--- config.mk ---
export PLATFORM = sky130hd
export DESIGN_NAME = non_restoring_division_param
export DESIGN_NICKNAME = d
export VERILOG_FILES = /design/src/rtl/non_restoring_division_pkg.sv /design/src/rtl/non_restoring_division_param_dp.sv /design/src/rtl/non_restoring_division_param.sv
export SDC_FILE = /design/constraint.sdc
export NUM_CORES = 1
export LEC_CHECK = 0
export CAP_MARGIN = 10
export CORE_MARGIN = 10
export CORE_UTILIZATION = 40
export DETAILED_ROUTE_END_ITERATION = 10
export PLACE_DENSITY_LB_ADDON = 0.15
export SKIP_CTS_REPAIR_TIMING = 1
export SYNTH_ARGS = -nofsm -noshare
export SYNTH_HDL_FRONTEND = slang
export SYNTH_HIERARCHICAL = 1
export SYNTH_SLANG_ARGS = --single-unit
export TNS_END_PERCENT = 50
--- constraint.sdc ---
create_clock -name clk -period 3.25 [get_ports clk]
set_clock_uncertainty 0.1 [all_clocks]
set_input_delay 0.65 -clock clk [delete_from_list [all_inputs] [get_ports clk]]
set_output_delay 0.65 -clock clk [all_outputs]
set_load 0.02 [all_outputs]
--- src/rtl/non_restoring_division_pkg.sv ---
// Shared definitions for the parametrised non-restoring divider.
// Holds the FSM state encoding, the legal operand-width range and a
// helper used by the top level to reject illegal WIDTH values at elaboration.
package non_restoring_division_pkg;

    localparam int unsigned MIN_WIDTH = 4;
    localparam int unsigned MAX_WIDTH = 32;
    localparam int unsigned STATE_W   = 3;

    typedef enum logic [STATE_W-1:0] {
        ST_IDLE    = 3'd0,
        ST_ITER    = 3'd1,
        ST_CORRECT = 3'd2,
        ST_SIGNFIX = 3'd3,
        ST_DONE    = 3'd4
    } state_e;

    // True when w is a supported operand width.
    function automatic logic width_ok(input int unsigned w);
        return (w >= MIN_WIDTH) && (w <= MAX_WIDTH);
    endfunction

endpackage

--- src/rtl/non_restoring_division_param_dp.sv ---
// Datapath of the non-restoring divider: A/Q/M registers, add/sub step,
// iteration counter, sign latches and the registered results.
// Ports:
//   clk, rst                 clock, asynchronous active-high reset
//   load, step, fix, finish  control strobes from the FSM
//   signed_mode, dividend,
//   divisor                  operands, sampled on load
//   quotient, remainder,
//   div_by_zero, overflow    registered results, written on finish
//   count_done               last iteration step is in progress
//   a_negative               partial remainder A is negative
//   divisor_zero             divisor input is zero (decoded at capture)
module non_restoring_division_param_dp
    import non_restoring_division_pkg::*;
#(
    parameter int unsigned WIDTH = 16,
    parameter int unsigned CNT_W = $clog2(WIDTH + 1)
) (
    input  logic             clk,
    input  logic             rst,
    input  logic             load,
    input  logic             step,
    input  logic             fix,
    input  logic             finish,
    input  logic             signed_mode,
    input  logic [WIDTH-1:0] dividend,
    input  logic [WIDTH-1:0] divisor,
    output logic [WIDTH-1:0] quotient,
    output logic [WIDTH-1:0] remainder,
    output logic             div_by_zero,
    output logic             overflow,
    output logic             count_done,
    output logic             a_negative,
    output logic             divisor_zero
);

    localparam int unsigned AW = WIDTH + 1;

    logic [AW-1:0]    a_q,     a_d;
    logic [WIDTH-1:0] q_q,     q_d;
    logic [WIDTH-1:0] m_q,     m_d;
    logic [CNT_W-1:0] cnt_q,   cnt_d;
    logic             q_neg_q, q_neg_d;
    logic             r_neg_q, r_neg_d;
    logic             dz_q,    dz_d;
    logic             ovf_q,   ovf_d;
    logic [WIDTH-1:0] quotient_q,    quotient_d;
    logic [WIDTH-1:0] remainder_q,   remainder_d;
    logic             div_by_zero_q, div_by_zero_d;
    logic             overflow_q,    overflow_d;

    logic             dvd_neg, dvs_neg;
    logic [AW-1:0]    m_ext, a_shift, a_step, a_fix;

    // Operand decode and one non-restoring step.
    always_comb begin
        dvd_neg      = signed_mode & dividend[WIDTH-1];
        dvs_neg      = signed_mode & divisor[WIDTH-1];
        divisor_zero = (divisor == '0);
        m_ext        = {1'b0, m_q};
        a_shift      = {a_q[WIDTH-1:0], q_q[WIDTH-1]};
        // Sign of the old A selects subtract (A >= 0) or add-back (A < 0).
        a_step       = a_q[AW-1] ? (a_shift + m_ext) : (a_shift - m_ext);
        a_fix        = a_q + m_ext;
        count_done   = (cnt_q == CNT_W'(WIDTH - 1));
        a_negative   = a_q[AW-1];
    end

    // Next-state for the working registers and the result registers.
    always_comb begin
        a_d           = a_q;
        q_d           = q_q;
        m_d           = m_q;
        cnt_d         = cnt_q;
        q_neg_d       = q_neg_q;
        r_neg_d       = r_neg_q;
        dz_d          = dz_q;
        ovf_d         = ovf_q;
        quotient_d    = quotient_q;
        remainder_d   = remainder_q;
        div_by_zero_d = div_by_zero_q;
        overflow_d    = overflow_q;

        if (load) begin
            a_d     = '0;
            // A zero divisor keeps the raw dividend in Q so it can be
            // returned unmodified as the remainder.
            q_d     = (dvd_neg && !divisor_zero) ? (WIDTH'(0) - dividend) : dividend;
            m_d     = dvs_neg ? (WIDTH'(0) - divisor) : divisor;
            cnt_d   = '0;
            q_neg_d = dvd_neg ^ dvs_neg;
            r_neg_d = dvd_neg;
            dz_d    = divisor_zero;
            // MIN / -1 runs the normal flow; only the flag is decoded here.
            ovf_d   = signed_mode
                      && (dividend == {1'b1, {(WIDTH-1){1'b0}}})
                      && (divisor == '1);
        end else if (step) begin
            a_d   = a_step;
            q_d   = {q_q[WIDTH-2:0], ~a_step[AW-1]};
            cnt_d = cnt_q + CNT_W'(1);
        end else if (fix) begin
            a_d = a_fix;
        end

        if (finish) begin
            if (dz_q) begin
                quotient_d    = '1;
                remainder_d   = q_q;
                div_by_zero_d = 1'b1;
                overflow_d    = 1'b0;
            end else begin
                quotient_d    = q_neg_q ? (WIDTH'(0) - q_q) : q_q;
                remainder_d   = r_neg_q ? (WIDTH'(0) - a_q[WIDTH-1:0]) : a_q[WIDTH-1:0];
                div_by_zero_d = 1'b0;
                overflow_d    = ovf_q;
            end
        end
    end

    // Datapath registers.
    always_ff @(posedge clk or posedge rst) begin
        if (rst) begin
            a_q           <= '0;
            q_q           <= '0;
            m_q           <= '0;
            cnt_q         <= '0;
            q_neg_q       <= 1'b0;
            r_neg_q       <= 1'b0;
            dz_q          <= 1'b0;
            ovf_q         <= 1'b0;
            quotient_q    <= '0;
            remainder_q   <= '0;
            div_by_zero_q <= 1'b0;
            overflow_q    <= 1'b0;
        end else begin
            a_q           <= a_d;
            q_q           <= q_d;
            m_q           <= m_d;
            cnt_q         <= cnt_d;
            q_neg_q       <= q_neg_d;
            r_neg_q       <= r_neg_d;
            dz_q          <= dz_d;
            ovf_q         <= ovf_d;
            quotient_q    <= quotient_d;
            remainder_q   <= remainder_d;
            div_by_zero_q <= div_by_zero_d;
            overflow_q    <= overflow_d;
        end
    end

    assign quotient    = quotient_q;
    assign remainder   = remainder_q;
    assign div_by_zero = div_by_zero_q;
    assign overflow    = overflow_q;

endmodule

--- src/rtl/non_restoring_division_param.sv ---
// Parametrised multi-cycle non-restoring integer divider (signed/unsigned).
// Top level: control FSM plus busy/done decode; arithmetic lives in _dp.
// Ports:
//   clk, rst           clock, asynchronous active-high reset
//   start              request, accepted in IDLE or DONE only
//   signed_mode        1 = two's-complement operands (captured with start)
//   dividend, divisor  operands (captured with start)
//   quotient,
//   remainder          registered results, held until the next completion
//   busy               high in ITER, CORRECT and SIGNFIX
//   done               one-cycle completion pulse
//   div_by_zero,
//   overflow           result flags, valid with done
module non_restoring_division_param
    import non_restoring_division_pkg::*;
#(
    parameter int unsigned WIDTH = 16,
    parameter int unsigned CNT_W = $clog2(WIDTH + 1)
) (
    input  logic             clk,
    input  logic             rst,
    input  logic             start,
    input  logic             signed_mode,
    input  logic [WIDTH-1:0] dividend,
    input  logic [WIDTH-1:0] divisor,
    output logic [WIDTH-1:0] quotient,
    output logic [WIDTH-1:0] remainder,
    output logic             busy,
    output logic             done,
    output logic             div_by_zero,
    output logic             overflow
);

    // Reject unsupported widths at elaboration.
    if (!width_ok(WIDTH)) begin : g_width_check
        $error("non_restoring_division_param: WIDTH must be in 4..32");
    end

    state_e state_q, state_d;
    logic   busy_q, done_q;
    logic   load, step, fix, finish;
    logic   count_done, a_negative, divisor_zero;

    // Next-state and datapath strobes.
    always_comb begin
        state_d = state_q;
        load    = 1'b0;
        step    = 1'b0;
        fix     = 1'b0;
        finish  = 1'b0;
        unique case (state_q)
            ST_IDLE, ST_DONE: begin
                state_d = ST_IDLE;
                if (start) begin
                    load = 1'b1;
                    // A zero divisor skips the iterations but still passes
                    // through SIGNFIX, so DONE lands one edge after capture.
                    state_d = divisor_zero ? ST_SIGNFIX : ST_ITER;
                end
            end
            ST_ITER: begin
                step = 1'b1;
                if (count_done) begin
                    state_d = ST_CORRECT;
                end
            end
            ST_CORRECT: begin
                fix     = a_negative;
                state_d = ST_SIGNFIX;
            end
            ST_SIGNFIX: begin
                finish  = 1'b1;
                state_d = ST_DONE;
            end
            default: begin
                state_d = ST_IDLE;
            end
        endcase
    end

    // State register with busy/done registered from the next state.
    always_ff @(posedge clk or posedge rst) begin
        if (rst) begin
            state_q <= ST_IDLE;
            busy_q  <= 1'b0;
            done_q  <= 1'b0;
        end else begin
            state_q <= state_d;
            busy_q  <= (state_d == ST_ITER) || (state_d == ST_CORRECT)
                       || (state_d == ST_SIGNFIX);
            done_q  <= (state_d == ST_DONE);
        end
    end

    assign busy = busy_q;
    assign done = done_q;

    non_restoring_division_param_dp #(
        .WIDTH (WIDTH),
        .CNT_W (CNT_W)
    ) u_dp (
        .clk          (clk),
        .rst          (rst),
        .load         (load),
        .step         (step),
        .fix          (fix),
        .finish       (finish),
        .signed_mode  (signed_mode),
        .dividend     (dividend),
        .divisor      (divisor),
        .quotient     (quotient),
        .remainder    (remainder),
        .div_by_zero  (div_by_zero),
        .overflow     (overflow),
        .count_done   (count_done),
        .a_negative   (a_negative),
        .divisor_zero (divisor_zero)
    );

endmodule

==> out/results.ini <==
[route]
drc=0
ant_nets=0
drt_wl_total_microns=20520
viasPerCell=5.485
drt_iter0_markers=375
wl_per_cell_microns=17.87
vias=6297
dr.pass1.iters=5

[critical_path]
arrival_ps=3220
slowest_stage=dfrtp_2
cp_max_fo=5
path_cells=inv_2 > ha_4 > nor4b_4 > buf_4 > a21oi_1 > xor2_1 > ha_1 > and2_4 > and3_1 > a21o_1 > a41oi_2 > xor2_1 > o22ai_1 > a31o_2
start_kind=flip-flop
max_stage_delay_ps=450
crit_type=reg -> reg
cpMostUsedCell=xor2_1
rr_worst_depth=14
crit_path_end_kind=flip-flop
cp.required_ps=3400

[cells_and_area]
drive_gt1_share_pct=11.64
area_growth_pct=21.23
final_core_util_pct=49.04
diodes=0
nets=992
final_area_sq_mm=0.008780
fin_cells=1148
layout_common_cells=96 x dfrtp_1, 94 x a21oi_1, 82 x nor2_1
final_common_cell=dfrtp_1

[sta]
final.min_clock_period_ps=3066
hold_ws_ps=408.3
rsz0062_at_grt=no
worst_slack_ps=184.5
fmax_mhz=326.2
tightest_slew_ps=676.2
hold_viol_final=0
relSlewSlack_pct=54.83
tns_ps=0
finalCritPeriodShare_pct=94.32
setup_viol=0
maxSlewViolCount=0

[logic_synthesis]
avgSynthCellArea_sq_um=8.704
synthCells=832
yosys_most_used_dff=dfrtp_1
synth-simple-area-share_pct=17.81
synth_top_area_share_pct=33.52
synth_edf_count=0
synth.cell_area_sq_mm=0.007242
synth_compound_area_share_pct=20.80
yosys.area.top_type=dfrtp_1
synth_top_family_by_area=compound AO/OA/AOI/OAI gates
ys_types=71
ys_warn_count=6
async_flop_share_pct=100.0
synth-seq-cells=97
ys_seq_area_share_pct=33.52
synth_nets=910
synth-adder-area-share_pct=7.464
synthTopCellsByArea=dfrtp_1 34%, ha_1 6.9%, xor2_1 6.8%
muxShareOfSynthArea_pct=4.440
synthXorXnorAreaFrac_pct=11.85

[hold_path]
worstHoldPathCells=1
min_path_type=reg -> reg

[power]
peakVddDrop_v=0.0004755
power_density_mw_per_mm2=1230
p_leak_nw=3.631
p_total_mw=10.80

[floorplan]
rows=49
fp.dieW_microns=154.6
start_util_pct=40.45
die_h_microns=154.6
design.core.area_sq_mm=0.01790
dieArea_sq_mm=0.02389
num_io_pins=72

[clocking]
ctsRootBufferMaster=clkbuf_16
htreeDepth=3
clockBufferDepth=2
cts_sinks=97
clk_latency_ps=360
cts_tree=done
clkSlewWorstSetupHoldPaths_ps=80
cts_buffers=9

[place]
place_inst=1128
dp_slack_ps=-68.34
place.gp.congestion=0.9170
portBuffers=71
hpwlAfterDp_microns=15820
dpl_cell_area_sq_mm=0.008398

[global_routing]
antenna_found_initial=0
grt_pass1_vias=6101
grtUsageTotal_pct=16.95
grt_pass1_wl_microns=33200
gr-total-overflow=0
grt_max_degree=93

[job]
cap_violations=0

[status]
outcome=finished clean

==> Yosys cell counts (3+ instances only) <==
cell type   n
dfrtp_1    97
a21oi_1    95
nor2_1     83
xor2_1     56
nand2_1    51
o21ai_0    43
xnor2_1    42
ha_1       40
inv_1      32
clkbuf_1   28
a211oi_1   25
nor3_1     19
mux2_2     17
nor2b_1    16
a31oi_1    13
mux2i_1    13
a21o_1     12
nand3_1    12
or3_1      10
nand4_1     8
o31ai_1     8
and3_1      7
nand2b_1    7
o22ai_1     7
buf_1       5
a221oi_1    4
and2_1      4
o211ai_1    4
o21a_1      4
o21ai_1     4
o21bai_1    4
o31ai_2     4
a211o_1     3
and3b_2     3
buf_6       3
nand3b_1    3
==> layout make-up <==
type / count / area [sq um]
Clock inverter: 6 / 61.31
Tap cell: 229 / 286.5
Sequential cell: 97 / 2429
Timing Repair Buffer: 110 / 1041
Clock buffer: 10 / 239.0
Inverter: 32 / 121.4
Multi-Input combinational cell: 664 / 4602
Fill cell: 1752 / 9123
==> report_power, final <==
| group | internal [mW] | switching [mW] | leakage (nW) |
|---|---|---|---|
| Sequential | 1.82 | 0.795 | 1.14 |
| Combinational | 3.35 | 3.77 | 2.35 |
| Clock | 0.558 | 0.517 | 0.144 |
==> sequential cells by signal, indices dropped and copies added (netlist names) <==
register	flops
u_dp/ovf_q	1
u_dp/q_q	16
u_dp/quotient	16
u_dp/q_neg_q	1
u_dp/overflow	1
u_dp/r_neg_q	1
u_dp/div_by_zero	1
u_dp/a_q	17
u_dp/m_q	16
done	1
busy	1
u_dp/cnt_q	5
u_dp/dz_q	1
state_q	3
u_dp/remainder	16
==> cell families after synthesis <==
| family | Yosys count |
|---|---|
| AND/OR/NAND/NOR | 250 |
| AO/OA/AOI/OAI | 244 |
| XOR/XNOR | 98 |
| flip-flops | 97 |
| buffers and inverters | 71 |
| adder cells (fa/ha/maj) | 42 |
| multiplexers | 30 |
==> per-layer routing <==
metal	global-route usage (%)	vias up	routed length, microns
met2	24.92	157	8799
li1	-	3153	-
met4	3.734	0	241
met5	0	-	0
met1	24.59	2973	10350
met3	3.799	14	1131
==> critical path: cells and delay by family (launching register included) <==
family	cells	cell delay (ps)
AO/OA/AOI/OAI	5	820
XOR/XNOR	2	330
adder cells (fa/ha/maj)	2	460
buffers and inverters	2	270
flip-flops	1	450
AND/OR/NAND/NOR	3	520
==> path summary, 6_finish.rpt <==
| check | start | endpoint | slack, ps |
|---|---|---|---|
| hold / removal | u_dp/div_by_zero | u_dp/div_by_zero | 410 |
| setup reg to reg | u_dp/m_q[0] | u_dp/a_q[11] | 180 |
| hold reg to reg | u_dp/div_by_zero | u_dp/div_by_zero | 410 |
| setup / recovery | u_dp/m_q[0] | u_dp/a_q[11] | 180 |
| min in group asynchronous | rst | done | 440 |
| max in group asynchronous | rst | u_dp/m_q[0] | 1980 |
Power figures use the tool's default switching activity.
